`src/rtl/ps2_scancode_decoder_if.sv`:
```
// Byte-stream input and key-state output bundle of the PS/2 scan code decoder.
interface ps2_scancode_decoder_if;
  logic [7:0]   rx_data;
  logic         rx_valid;
  logic         rx_err;
  logic [511:0] key_down;
  logic [8:0]   last_change;
  logic         key_valid;
  logic         busy;

  modport master (
    output rx_data, rx_valid, rx_err,
    input  key_down, last_change, key_valid, busy
  );

  modport slave (
    input  rx_data, rx_valid, rx_err,
    output key_down, last_change, key_valid, busy
  );
endinterface

```
`src/rtl/ps2_scancode_decoder.sv`:
```
// Turns scan code set 2 bytes into a held-key vector, last changed key and change strobe.
// Handles E0/F0 prefixes, the E1 Pause sequence, receiver errors and stalled sequences.
module ps2_scancode_decoder #(
  parameter int TIMEOUT_CYCLES = 2000000,
  parameter bit REPORT_REPEAT  = 1'b0,
  parameter int PAUSE_SKIP     = 7
) (
  input  logic                  clk,
  input  logic                  rst,
  ps2_scancode_decoder_if.slave bus
);

  localparam int TW = $clog2(TIMEOUT_CYCLES + 1);
  localparam int SW = (PAUSE_SKIP < 1) ? 1 : $clog2(PAUSE_SKIP + 1);

  typedef enum logic [2:0] {IDLE, EXT, BRK, EXT_BRK, SKIP} state_t;

  state_t         state, state_next;
  logic [TW-1:0]  tmo_cnt;
  logic [SW-1:0]  skip_cnt, skip_next;
  logic [511:0]   key_down;
  logic [8:0]     last_change;
  logic           key_valid;
  logic           do_make, do_break, do_clear;
  logic [8:0]     key_idx;
  logic           expire, fake_shift, reset_code;

  assign expire     = (state != IDLE) && (tmo_cnt == TW'(TIMEOUT_CYCLES - 1));
  assign fake_shift = (bus.rx_data == 8'h12) || (bus.rx_data == 8'h59);
  assign reset_code = (bus.rx_data == 8'h00) || (bus.rx_data == 8'hFF) ||
                      (bus.rx_data == 8'hAA) || (bus.rx_data == 8'hFC);

  // A receiver error beats a coincident byte, and a byte beats a coincident timeout.
  always_comb begin
    state_next = state;
    skip_next  = skip_cnt;
    do_make    = 1'b0;
    do_break   = 1'b0;
    do_clear   = 1'b0;
    key_idx    = {(state == EXT) || (state == EXT_BRK), bus.rx_data};
    if (bus.rx_err) begin
      state_next = IDLE;
      skip_next  = '0;
    end else if (bus.rx_valid) begin
      case (state)
        IDLE: begin
          if (bus.rx_data == 8'hE0)      state_next = EXT;
          else if (bus.rx_data == 8'hF0) state_next = BRK;
          else if (bus.rx_data == 8'hE1) begin
            state_next = SKIP;
            skip_next  = SW'(PAUSE_SKIP);
          end
          else if (reset_code)           do_clear = 1'b1;
          else                           do_make  = 1'b1;
        end
        EXT: begin
          if (bus.rx_data == 8'hF0)      state_next = EXT_BRK;
          else if (bus.rx_data == 8'hE0) state_next = EXT;
          else begin
            state_next = IDLE;
            do_make    = !fake_shift;
          end
        end
        BRK: begin
          if (bus.rx_data == 8'hF0)      state_next = BRK;
          else if (bus.rx_data == 8'hE0) state_next = EXT;
          else begin
            state_next = IDLE;
            do_break   = 1'b1;
          end
        end
        EXT_BRK: begin
          state_next = IDLE;
          do_break   = !fake_shift;
        end
        SKIP: begin
          skip_next = skip_cnt - SW'(1);
          if (skip_cnt <= SW'(1)) state_next = IDLE;
        end
        default: state_next = IDLE;
      endcase
    end else if (expire) begin
      state_next = IDLE;
      skip_next  = '0;
    end
  end

  // The inter-byte timer only runs mid-sequence and restarts on every byte.
  always_ff @(posedge clk or negedge rst) begin
    if (!rst) begin
      state    <= IDLE;
      skip_cnt <= '0;
      tmo_cnt  <= '0;
    end else begin
      state    <= state_next;
      skip_cnt <= skip_next;
      if (state_next == IDLE || bus.rx_valid) tmo_cnt <= '0;
      else                                    tmo_cnt <= tmo_cnt + TW'(1);
    end
  end

  always_ff @(posedge clk or negedge rst) begin
    if (!rst) begin
      key_down    <= '0;
      last_change <= 9'h000;
      key_valid   <= 1'b0;
    end else begin
      key_valid <= 1'b0;
      if (do_clear) begin
        key_down <= '0;
      end else if (do_make) begin
        key_down[key_idx] <= 1'b1;
        if (!key_down[key_idx] || REPORT_REPEAT) begin
          last_change <= key_idx;
          key_valid   <= 1'b1;
        end
      end else if (do_break && key_down[key_idx]) begin
        key_down[key_idx] <= 1'b0;
        last_change       <= key_idx;
        key_valid         <= 1'b1;
      end
    end
  end

  assign bus.key_down    = key_down;
  assign bus.last_change = last_change;
  assign bus.key_valid   = key_valid;
  assign bus.busy        = (state != IDLE);

endmodule

```
`src/flat_wrapper.sv`:
```
// flat-port wrapper written by rule: the top's interface ports become plain ports
module ps2_scancode_decoder_flat 
#(
  parameter int TIMEOUT_CYCLES = 2000000,
  parameter bit REPORT_REPEAT  = 1'b0,
  parameter int PAUSE_SKIP     = 7
)
  (clk, rst, bus_rx_data, bus_rx_valid, bus_rx_err, bus_key_down, bus_last_change, bus_key_valid, bus_busy);
  ps2_scancode_decoder_if bus_i ();
  input  logic clk;
  input  logic rst;
  input wire logic [$bits(bus_i.rx_data)-1:0] bus_rx_data;
  input wire logic [$bits(bus_i.rx_valid)-1:0] bus_rx_valid;
  input wire logic [$bits(bus_i.rx_err)-1:0] bus_rx_err;
  output wire logic [$bits(bus_i.key_down)-1:0] bus_key_down;
  output wire logic [$bits(bus_i.last_change)-1:0] bus_last_change;
  output wire logic [$bits(bus_i.key_valid)-1:0] bus_key_valid;
  output wire logic [$bits(bus_i.busy)-1:0] bus_busy;
  assign bus_i.rx_data = bus_rx_data;
  assign bus_i.rx_valid = bus_rx_valid;
  assign bus_i.rx_err = bus_rx_err;
  assign bus_key_down = bus_i.key_down;
  assign bus_last_change = bus_i.last_change;
  assign bus_key_valid = bus_i.key_valid;
  assign bus_busy = bus_i.busy;
  ps2_scancode_decoder #(.TIMEOUT_CYCLES(TIMEOUT_CYCLES), .REPORT_REPEAT(REPORT_REPEAT), .PAUSE_SKIP(PAUSE_SKIP)) u_core (.clk(clk), .rst(rst), .bus(bus_i));
endmodule
```
`config.mk`:
```
export PLATFORM = sky130hd
export DESIGN_NAME = ps2_scancode_decoder_flat
export DESIGN_NICKNAME = d
export VERILOG_FILES = /design/src/rtl/ps2_scancode_decoder_if.sv /design/src/rtl/ps2_scancode_decoder.sv /design/src/flat_wrapper.sv
export SDC_FILE = /design/constraint.sdc
export NUM_CORES = 2
export LEC_CHECK = 0
export ABC_AREA = 1
export CORE_MARGIN = 2
export CORE_UTILIZATION = 35
export CTS_BUF_LIST = sky130_fd_sc_hd__clkbuf_4 sky130_fd_sc_hd__clkbuf_8 sky130_fd_sc_hd__clkbuf_16
export CTS_CLUSTER_SIZE = 25
export DETAILED_ROUTE_END_ITERATION = 7
export PLACE_DENSITY = 0.53
export SLEW_MARGIN = 20
export SYNTH_ARGS = -nofsm -noshare
export SYNTH_HDL_FRONTEND = slang
export SYNTH_SLANG_ARGS = --single-unit
```
`constraint.sdc`:
```
create_clock -name clk -period 5.43 [get_ports clk]
set_input_delay 0.543 -clock clk [delete_from_list [all_inputs] [get_ports clk]]
set_output_delay 0.543 -clock clk [all_outputs]
set_load 0.03 [all_outputs]
```
# Word level (Yosys, flattened, before mapping)
# Cells that the tools add are included.
# word_totals
reg_bits,549
in_bits,12
# classes
n_bitwise,4
eq_ne,18
n_addsub,2
n_reduce_logical,19
magnitude_cmp,3
mux,54
# ops
cell,count
$mux 512,3
$and 512x512->512,1
$not 512->512,1
$or 512x512->512,1
$eq 8x8->1 const B,6
$mux 3,14
$mux 9,3
$mux 1,26
$add 21x1->21 const B,1
$eq 21x21->1 const B,1
$mux 21,1
$pmux 3 s4,1
$lt 9x10->1 const B,1
$bmux 1 s9,1
$demux 1 s9,1
$ge 9x1->1 const B,1
$reduce_bool 3->1,3
$eq 8x5->1 const B,1
$eq 8x7->1 const B,1
$logic_not 8->1,1
$ne 4x4->1 const B,2
$eq 3x2->1 const B,2
$logic_not 3->1,2
$logic_or 1x1->1,6
16 further kinds,19

# Depth between registers and ports, before layout
# logic_depth
word_depth,13
ltp_mapped,24
depth_no_buf,20

# Worst setup path before layout
# Ideal clock, no wire load.
# synth_timing
kind,input to register
start,input bus_rx_data[1]
end,register u_core.key_down[258] (netlist: u_core.bus.key_down[258])
path_slack_ns,2.752
setup_time_ns,0.118
stages,22
arrival_ns,2.561
cell_sequence,buf_4 inv_4 nor2_4 buf_6 buf_2 a22oi_1 nand2_1 nand2_1 nand2_1 nor2_1 nor2_1 nor2_1 nand2_1 nor2_1 nand2_1 nand3_2 nand3_1 buf_4 buf_2 buf_2 nand2_1 nand2_1
# synth_between
elab_chain_len,13
word_cells_on_any_way,50
# synth_rtl
element,line_no,source
"start, declared",flat_wrapper.sv:12,input wire logic [$bits(bus_i.rx_data)-1:0] bus_rx_data;
branches (longest 13 deep; another with $lt 9x10->1),n/a,
"end signal, assigned",ps2_scancode_decoder.sv:110,key_down <= '0;
"end signal, assigned by index",ps2_scancode_decoder.sv:112,key_down[key_idx] <= 1'b1;
"end signal, assigned by index",ps2_scancode_decoder.sv:118,key_down[key_idx] <= 1'b0;
"end, declared",ps2_scancode_decoder.sv:21,logic [511:0] key_down;
# Parallel ways; which one is timed is not known. The select of a mux whose other input is x is not followed.
# A chain may end at the register's enable or synchronous reset.

# Worst setup path in the final report
# layout_timing
start,input bus_rx_data[2]
end,register u_core.key_down[385] (netlist: u_core.bus.key_down[385])
# Same word-level chain as after synthesis.

==> results by group <==
Run status
  • Outcome: complete, but fails checks
  • Failing checks: DRC

Logic synthesis
  • Mux contribution to synthesized area: 0
  • Compound-Gate Fraction of Synth Area: 0.1594
  • Syn_area_per_cell: 6.443 um^2
  • Synth Area in Adders: 0.001041
  • Synth Area in Simple Gates: 0.3795
  • Synth warn: 0
  • Post-Synthesis Cells: 5,599
  • Netlist Area Pre-Place: 0.03607 mm^2
  • Main synth FF type: dfrtp_1
  • Largest family of logic cells by synthesized area: simple AND/OR/NAND/NOR gates
  • XOR/XNOR share of the synthesized area: 0.002671
  • Post-synth net total: 5,614
  • Async SR Flop Fraction: 1.000
  • Sequential area share after synthesis: 0.3808
  • FF+latch count, synth: 549
  • Synth unique cells: 37
  • Post-synth EDFFs: 0

Routing
  • Vias: 41,770
  • Wirelength per Cell: 25.11 um
  • Routed Wire Length: 181.6 mm
  • Top layer in use: met5
  • Vias/cell: 5.773
  • Drt pass-1 iters: 8
  • Antenna Nets Post-Route: 0
  • Routed met3 length: 16.96 mm
  • Remaining DRCs: 11
  • Met1 wire length: 74.77 mm
  • Metal2 WL: 81.59 mm
  • Drt first-iter violations: 5,062

Setup path
  • R2R setup slack: 1.93 ns
  • Largest stage delay, worst path: 0.63 ns
  • CP dominant cell by count: nand2_1
  • Worst-path cell chain: clkdlybuf4s50_1, inv_1, nand2_1, inv_2, buf_4, o21ai_1, nand2_1, o21ai_1, nand2_1, nor2_1, nor2_1, nor2_1, nand2_1, nand3_4, buf_12, nand4_1, nand2_1
  • Worst R2R End: u_core.bus.key_down[284]
  • Critical path class: input pin to register
  • Critical Path AT: 4.94 ns
  • Crit path launch type: input pin
  • CP endpoint kind: register
  • CP Max Fanout: 177
  • WP data required: 6.02 ns
  • Worst Setup EP: u_core.bus.key_down[385]
  • CP max-delay cell: clkdlybuf4s50_1
  • RR Startpoint: u_core.state[1]
  • Setup crit start: bus_rx_data[2]
  • Reg2Reg Depth: 13

Worst hold path
  • HP Class: register to register
  • WHS Path Cells: 1

STA
  • Final Hold Viols: 0
  • Worst-margin pin slew: 1.197 ns
  • Setup violators final: 0
  • Final worst-path cycle share: 0.8000
  • F_max: 230.2 MHz
  • Setup ws final: 1.086 ns
  • Pins Over Slew Limit: 0
  • Rel. slew slack: 0.2017
  • Final Critical Period: 4.344 ns
  • Skew final: 0.03655 ns
  • Setup_tns: 0 ns
  • RSZ-0062 raised after global routing: false

Power and ir drop
  • Switching Share: 0.3740
  • Clk pwr share: 0.349
  • Reg power frac: 0.368
  • Power Dens Cells: 314.1 mW/mm^2
  • Final Total Pwr: 14.02 mW
  • Int Pwr: 8.776 mW
  • Sw power: 5.242 mW
  • P_leak: 20.79 nW
  • Max IR drop VDD: 0.1926 mV
  • Combinational Power Share: 0.283

Placement
  • Pre-CTS setup slack: 0.6152 ns
  • Port Buffer Count: 534
  • Placed instance count: 7,104
  • HPWL Detailed: 108.7 mm
  • Gpl congestion: 0.8975

Clock network
  • Cts bufs inserted: 72
  • Clock root cell: clkbuf_16
  • Setup Buffers After CTS: 0
  • Worst-Skew Late Latency: 0.66 ns
  • H-Tree Depth: 3
  • Longest Clk Path Bufs: 3
  • Worst-path clk slew: 0.06 ns
  • CTS tree: yes
  • Clock sink total: 549

Global routing
  • Total track usage: 0.3308
  • Vias in the first global route: 37,920
  • Largest net degree at the start of global routing: 214
  • Grt total ovfl: 0
  • First-pass GRT wire length: 266.3 mm
  • Number of antenna violations at the first check in global routing: 6

Finish
  • Most common library cell in the layout ignoring fill and taps: nand2_1
  • Commonest non-fill, non-tap cells in the layout: 2,012 x nand2_1, 613 x nor2_1, 549 x dfrtp_1
  • # fillers: 10,510
  • # nets final: 5,826
  • Ratio of cells with drive above 1 in the final layout: 0.04553
  • Finished Layout Cells: 7,235
  • Area delta synth->final: 23.70%

Job
  • Max Cap Viol: 0

Floorplanning
  • Cell Rows: 117
  • Starting Density: 0.3535
  • Die Ht: 325.0 um
  • Core ar.: 0.1020 mm^2
  • Die area: 0.1057 mm^2
  • I/O Pins: 535
  • Die X: 325.0 um
==> critical path, delay by kind of cell <==
family	cells	cell delay, ns
buffers and inverters	5	2.10
and+or+nand+nor	10	1.61
AOI/OAI and AO/OA	2	0.31
==> power groups by stage <==
stage	clock, mW	combinational [mW]	sequential, mW
CTS	4.95	3.95	5.14
global route	5.11	4.27	5.19
global placement	0	3.91	5.21
floorplan	0	1.45	5.83
detailed placement	0	3.94	5.21
finish	4.89	3.97	5.16
==> layer usage <==
metal / vias to the layer above / track usage
li1: 19180 / -
met1: 20060 / 0.4501
met2: 2153 / 0.5085
met3: 377 / 0.06897
met4: 2 / 0.1391
met5: - / 0
==> how the worst min path moves through the flow <==
stage                            startpoint                      to  slack, ns
after floorplan                         rst  u_core.bus.key_down[0]       0.25
after global placement    u_core.tmo_cnt[0]       u_core.tmo_cnt[0]       0.45
after detailed placement  u_core.tmo_cnt[0]       u_core.tmo_cnt[0]       0.45
after CTS                 u_core.tmo_cnt[0]       u_core.tmo_cnt[0]       0.46
after global routing      u_core.tmo_cnt[0]       u_core.tmo_cnt[0]       0.49
final                     u_core.tmo_cnt[0]       u_core.tmo_cnt[0]       0.46
==> kinds of logic (layout without fill, tap and decap cells) <==
family | after synthesis | count (layout)
AND/OR/NAND/NOR | 3250 | 3250
other | 0 | 3
XOR/XNOR | 11 | 11
flip-flops | 549 | 549
AO/OA/AOI/OAI | 1115 | 1115
adder cells (fa/ha/maj) | 3 | 3
buffers and inverters | 671 | 936
==> through the flow <==
stage / util / area, um^2 / hold slack (ns)
after detailed placement: 0.4141 / 42250 / 0.4543
after global placement: 0.4141 / 42250 / 0.4517
after CTS: 0.4373 / 44620 / 0.4621
after global routing: 0.4373 / 44620 / 0.4854
after floorplan: - / 36070 / 0.2474
final: 0.4373 / 44620 / 0.4611
==> synthesized netlist by cell type, drive strengths merged, types with 8 or more instances <==
cell | instances | area, um^2
nand2 | 2019 | 7591
nor2 | 621 | 2349
o21ai | 566 | 2833
dfrtp | 549 | 13740
nand4 | 544 | 3403
a21oi | 450 | 2256
clkbuf | 309 | 1160
buf | 185 | 929.6
inv | 169 | 639.4
a31oi | 63 | 394.1
nand3 | 51 | 260.3
o31ai | 21 | 157.7
nor3 | 9 | 45.04
clkinv | 8 | 30.03
==> layout make-up <==
type	count	area, um^2	share of cell area
inverter	177	674.4	0.01511
sequential	549	13740	0.3079
clock buffer	112	2260	0.05064
antenna	3	7.507	0.0001682
multi-input combinational	4379	19640	0.4401
timing repair buffer	632	6500	0.1457
tap	1368	1712	0.03836
clock inverter	15	92.59	0.002075
==> registers in the layout (all words and copies together), names as in the netlist <==
signal	count
u_core.bus.key_down	512
u_core.tmo_cnt	21
u_core.bus.last_change	9
u_core.skip_cnt	3
u_core.state	3
u_core.bus.key_valid	1
==> timing repair <==
action / 4_1_cts / 5_1_grt
gates resized for setup: 0 / 0
hold buffers: 1 / 0
setup endpoints to repair: 0 / 0
hold endpoints to repair: 58 / 0
(Power assumes the default switching activity.)
